## config.mk

```make
export PLATFORM = sky130hd
export DESIGN_NAME = alu_arbiter
export DESIGN_NICKNAME = d
export VERILOG_FILES = /design/src/rtl/alu_arbiter.sv
export SDC_FILE = /design/constraint.sdc
export NUM_CORES = 1
export LEC_CHECK = 0
export ABC_AREA = 1
export CORE_MARGIN = 1.5
export CORE_UTILIZATION = 39
export CTS_CLUSTER_SIZE = 28
export DETAILED_ROUTE_END_ITERATION = 7
export PLACE_DENSITY_LB_ADDON = 0.15
export SKIP_CTS_REPAIR_TIMING = 1
export SLEW_MARGIN = 10
export SYNTH_ARGS = -nofsm -noshare
export SYNTH_HDL_FRONTEND = slang
export SYNTH_SLANG_ARGS = --single-unit
export TNS_END_PERCENT = 10
```

## constraint.sdc

```tcl
create_clock -name clk -period 1.68 [get_ports clk]
set_input_delay 0.336 -clock clk [delete_from_list [all_inputs] [get_ports clk]]
set_output_delay 0.336 -clock clk [all_outputs]
set_load 0.05 [all_outputs]
```

## src/rtl/alu_arbiter.sv

```systemverilog
// alu_arbiter: shares one combinational ALU between two requesters.
//
// Port 0 is the execute-stage issue path and port 1 is the branch/compare unit. A single
// operation is in flight at a time. It is granted round-robin, its operands and control are
// registered onto the ALU, the result and flags are captured one cycle later, and they are
// returned on the owner's response channel with backpressure.
//
// Ports:
//   clk, rst                        rising-edge clock, async active-low reset
//   req{0,1}_valid/_ready           request handshake (ready is combinational, IDLE only)
//   req{0,1}_a/_b/_op               operands and ALU control code
//   alu_a, alu_b, alu_ctrl          registered operands/control driven to the ALU
//   alu_result, alu_flags           ALU outputs, flags = {OverFlow, Carry, Zero, Negative}
//   rsp{0,1}_valid/_ready           response handshake, only the owner's valid is raised
//   rsp_result, rsp_flags           captured result/flags shared by both response channels
//   busy                            high whenever the sequencer is not idle
module alu_arbiter #(
  parameter int unsigned WIDTH = 32
) (
  input  logic             clk,
  input  logic             rst,
  input  logic             req0_valid,
  output logic             req0_ready,
  input  logic [WIDTH-1:0] req0_a,
  input  logic [WIDTH-1:0] req0_b,
  input  logic [2:0]       req0_op,
  input  logic             req1_valid,
  output logic             req1_ready,
  input  logic [WIDTH-1:0] req1_a,
  input  logic [WIDTH-1:0] req1_b,
  input  logic [2:0]       req1_op,
  output logic [WIDTH-1:0] alu_a,
  output logic [WIDTH-1:0] alu_b,
  output logic [2:0]       alu_ctrl,
  input  logic [WIDTH-1:0] alu_result,
  input  logic [3:0]       alu_flags,
  output logic             rsp0_valid,
  input  logic             rsp0_ready,
  output logic             rsp1_valid,
  input  logic             rsp1_ready,
  output logic [WIDTH-1:0] rsp_result,
  output logic [3:0]       rsp_flags,
  output logic             busy
);

  typedef enum logic [1:0] {StIdle, StExec, StResp} state_e;

  state_e           state_q, state_d;
  logic             gnt_q, gnt_d;
  logic             last_q, last_d;
  logic [WIDTH-1:0] alu_a_q, alu_a_d;
  logic [WIDTH-1:0] alu_b_q, alu_b_d;
  logic [2:0]       alu_ctrl_q, alu_ctrl_d;
  logic [WIDTH-1:0] rsp_result_q, rsp_result_d;
  logic [3:0]       rsp_flags_q, rsp_flags_d;

  logic any_valid;
  logic winner;
  logic accept;
  logic rsp_ready_sel;

  // Winner is port 1 when it alone is valid; under contention the port that did not win last.
  assign any_valid = req0_valid | req1_valid;
  assign winner    = (req0_valid & req1_valid) ? ~last_q : req1_valid;
  assign accept    = (state_q == StIdle) & any_valid;

  assign req0_ready = accept & ~winner;
  assign req1_ready = accept & winner;

  assign rsp_ready_sel = gnt_q ? rsp1_ready : rsp0_ready;

  always_comb begin
    state_d      = state_q;
    gnt_d        = gnt_q;
    last_d       = last_q;
    alu_a_d      = alu_a_q;
    alu_b_d      = alu_b_q;
    alu_ctrl_d   = alu_ctrl_q;
    rsp_result_d = rsp_result_q;
    rsp_flags_d  = rsp_flags_q;
    unique case (state_q)
      StIdle: begin
        if (accept) begin
          gnt_d      = winner;
          last_d     = winner;
          alu_a_d    = winner ? req1_a : req0_a;
          alu_b_d    = winner ? req1_b : req0_b;
          alu_ctrl_d = winner ? req1_op : req0_op;
          state_d    = StExec;
        end
      end
      StExec: begin
        rsp_result_d = alu_result;
        rsp_flags_d  = alu_flags;
        state_d      = StResp;
      end
      StResp: begin
        if (rsp_ready_sel) begin
          state_d = StIdle;
        end
      end
      default: state_d = StIdle;
    endcase
  end

  always_ff @(posedge clk or negedge rst) begin
    if (!rst) begin
      state_q      <= StIdle;
      gnt_q        <= 1'b0;
      last_q       <= 1'b1;  // port 0 wins the first contention after reset
      alu_a_q      <= '0;
      alu_b_q      <= '0;
      alu_ctrl_q   <= 3'b000;
      rsp_result_q <= '0;
      rsp_flags_q  <= 4'b0000;
    end else begin
      state_q      <= state_d;
      gnt_q        <= gnt_d;
      last_q       <= last_d;
      alu_a_q      <= alu_a_d;
      alu_b_q      <= alu_b_d;
      alu_ctrl_q   <= alu_ctrl_d;
      rsp_result_q <= rsp_result_d;
      rsp_flags_q  <= rsp_flags_d;
    end
  end

  assign alu_a      = alu_a_q;
  assign alu_b      = alu_b_q;
  assign alu_ctrl   = alu_ctrl_q;
  assign rsp_result = rsp_result_q;
  assign rsp_flags  = rsp_flags_q;
  assign rsp0_valid = (state_q == StResp) & ~gnt_q;
  assign rsp1_valid = (state_q == StResp) & gnt_q;
  assign busy       = (state_q != StIdle);

endmodule

```

## After elaboration in Yosys (flattened, before gate mapping)

Cells that the tools add are included.

- Output and inout port bits: 108
- Flip-flop bits (word level): 107
- Logic and storage cells: 34
- Input bits: 176

- Reductions and logical operators: 4
- Bitwise logic cells: 10
- Eq/ne operators: 4
- Mux-type cells: 8

Operator list:

| cell | number |
|---|---|
| 32-bit 2-to-1 mux | 2 |
| 1-bit bitwise AND | 6 |
| 2-bit case mux with 3 select lines | 1 |
| 2-bit 2-to-1 mux | 2 |
| 2-bit inequality test (second input constant) | 2 |
| 2-bit AND reduction | 2 |
| 3-bit 2-to-1 mux | 1 |
| 1-bit NOT | 3 |
| 2-bit by 1-bit equality test with 1-bit output (second input constant) | 1 |
| 2-bit equality test (second input constant) | 1 |
| 2-bit logical NOT | 1 |
| 1-bit 2-to-1 mux | 2 |
| 2-bit nonzero test | 1 |
| 1-bit OR | 1 |

## Logic depth before layout (Yosys ltp)

- Depth after elaboration: 4
- Mapped depth: 8

## Worst setup path before layout

OpenSTA, ideal clock, no wires.

- Path kind: reg-to-output
- Start point: register last_q
- End point: output req0_ready
- Required time: 1.344 ns
- Setup slack: -0.358 ns
- Stages on the path, launching flop included: 7
- Arrival time: 1.702 ns
- Path through: dfstp_2 -> nand2_1 -> nand2_1 -> buf_4 -> buf_6 -> inv_1 -> nor2_1

- Cells in the longest elaborated chain, start to end: 4

Ends and longest elaborated chain:

| what | RTL line | source |
|---|---|---|
| start: declaration | 50 | `logic last_q, last_d;` |
| start signal: assignment | 119 | `last_q <= last_d;` |
| 1-bit NOT | 64 | `assign winner = (req0_valid & req1_valid) ? ~last_q : req1_valid;` |
| 1-bit 2-to-1 mux | 64 |  |
| 1-bit NOT | 67 | `assign req0_ready = accept & ~winner;` |
| 1-bit bitwise AND | 67 |  |
| end: declaration | 23 | `output logic req0_ready,` |

Every way passes these cells.

## Worst setup path after layout

Same ends and word-level chain as after synthesis.

==> metrics.txt <==
design area=0.00830 mm2; DRT iter0 DRCs=317; status=finished, violations left; commonest cells after routing, fill and taps aside=nand2_1, clkdlybuf4s50_1, buf_4, dfrtp_1, nand3_1; CTS tree=done; Worst Setup SP=last_q; Final Cycle Share=100%; share of cells above drive strength 1=17.1%; Synth-to-Final Area Change=64.3%; flops & latches, synth=107; storage element area=0.00268 mm2; largest net degree at the start of global routing=64; failing checks=negative setup slack; DPL Wire Length=11.7 mm; Max Fclk=0.594 GHz; Net Count, Synth=865; Multi-input gate area=0.00218 mm2; Pwr Density=2080 mW/mm2; number of I/O pins=284; Worst setup EP type=output pin; vias in the first global route=5044; synth warn=0; via count=5314; clk_skew=0.00499 ns; Required @ worst endpoint=1.34 ns; final number of hold-violating endpoints=0; row count=41; Hold/Removal Path Class=in2async; first-pass GRT wire length=25.3 mm; Design Power=17.2 mW; Reg-to-Reg Start=state_q[0]; kind of critical path=reg2out; Yosys cell types=16; first-pass detailed-route iteration total=4; TritonCTS Buffers=9; Total Routed Length=16.4 mm; GR Util All Layers=24.2%; total gr overflow=0; antenna violations before repair=0; die height=117 um; RSZ-0062 raised after global routing=yes; Avg WL per Cell=14.3 um; crit path DAT=1.35 ns; Worst setup SP type=register; placer congestion estimate=0.821; ANT nets after route=0; latest clock arrival within the worst-skew pair=0.35 ns; Die Wd=117 um; clk sinks=107; post-synthesis cell count=689; Seq/Total Area, Yosys=53.0%; commonest non-fill, non-tap cell in the layout=nand2_1; final setup fails=1; Worst-path clk slew=0.07 ns; Layout fillers=1133; max-slew violations=0; clock buffer depth=2; Final WS setup=-0.00343 ns; DP Area=0.00797 mm2; MaxCap Viol Count=0; port bufs=283; drt drc=0; H-tree depth=3; Initial Util=40.0%; worst IR drop on VDD=0.000894 V; # diodes=0; clk root buf=clkbuf_16; P_leak=4.43 nW; fin nets=1146; Tightest Pin Transition=0.375 ns; Vias per Instance=4.65; core area=0.0126 mm2; crit-path max FO=4; fin crit period=1.68 ns; Die Area=0.0136 mm2; Syn Area/Cell=7.33 um2; setup TNS=-0.00343 ns; Rel. slew slack=75.0%; Mapped Area=0.00505 mm2
## area by class of cell
type	instances	share of cell area [%]
Timing Repair Buffer	317	35.6
Tap cell	172	2.59
Sequential cell	107	32.3
Clock buffer	13	3.01
Multi-Input combinational cell	529	26.2
Inverter	6	0.301
## worst max-delay path: stages (launching register included)
cell,delay (ns)
dfstp_2,0.56
nand2_4,0.07
nand2_4,0.09
inv_2,0.05
nor2_4,0.09
buf_12,0.15
## registers in the layout, summed over array words and instances (netlist names)
signal and count:
state_q 2, last_q 1, rsp_flags 4, rsp_result 32
alu_a 32, alu_ctrl 3, alu_b 32, gnt_q 1
## layer usage
metal	GRT usage, %	wire [um]
met1	30.2	6910
met2	39.8	7690
met3	6.64	1330
met4	9.96	465
met5	0	0
## report_power, final
part | leakage (nW) | switching [mW] | internal (mW)
sequential | 1.32 | 0.720 | 3.84
clock | 0.122 | 0.897 | 1.03
combinational | 2.98 | 7.41 | 3.35
total | 4.43 | 9.03 | 8.21
## final timing paths
kind                                   to  cells after the start  slack, ns
max                            req0_ready                      5     -0.003
min                             alu_b[30]                      2       0.34
max reg2reg                     alu_a[16]                      8       0.11
min reg2reg                rsp_result[25]                      2       0.47
max in group asynchronous      state_q[0]                      3       0.80
min in group clk                alu_a[30]                      5       0.47
## kinds of logic after synthesis
logic type / share of synthesized area (%)
AOI/OAI and AO/OA: 0.272
buffers and inverters: 4.80
DFF: 53.0
and+or+nand+nor: 41.9
## through the flow
| step | hold WS, ns | utilization, % | worst slack (ns) | cells |
|---|---|---|---|---|
| after floorplan | 0.0404 | - | -0.0320 | 689 |
| after global placement | 0.146 | 63.2 | -0.0135 | 1125 |
| after detailed placement | 0.146 | 63.2 | -0.0821 | 1125 |
| after CTS | -0.223 | 65.2 | -0.179 | 1138 |
| after global routing | 0.344 | 65.8 | -0.0503 | 1144 |
| final | 0.336 | 65.8 | -0.00343 | 1144 |
## Yosys cell counts (all sizes together)
| master | count | area [um2] |
|---|---|---|
| dfrtp | 106 | 2650 |
| dfstp | 1 | 26.3 |
| o21ai | 2 | 13.8 |
| inv | 6 | 22.5 |
| nor2 | 8 | 40.0 |
| buf | 31 | 160 |
| nand3 | 104 | 521 |
| nand2 | 415 | 1560 |
| clkbuf | 16 | 60.1 |
No activity file was read; power rests on OpenSTA's default activity.
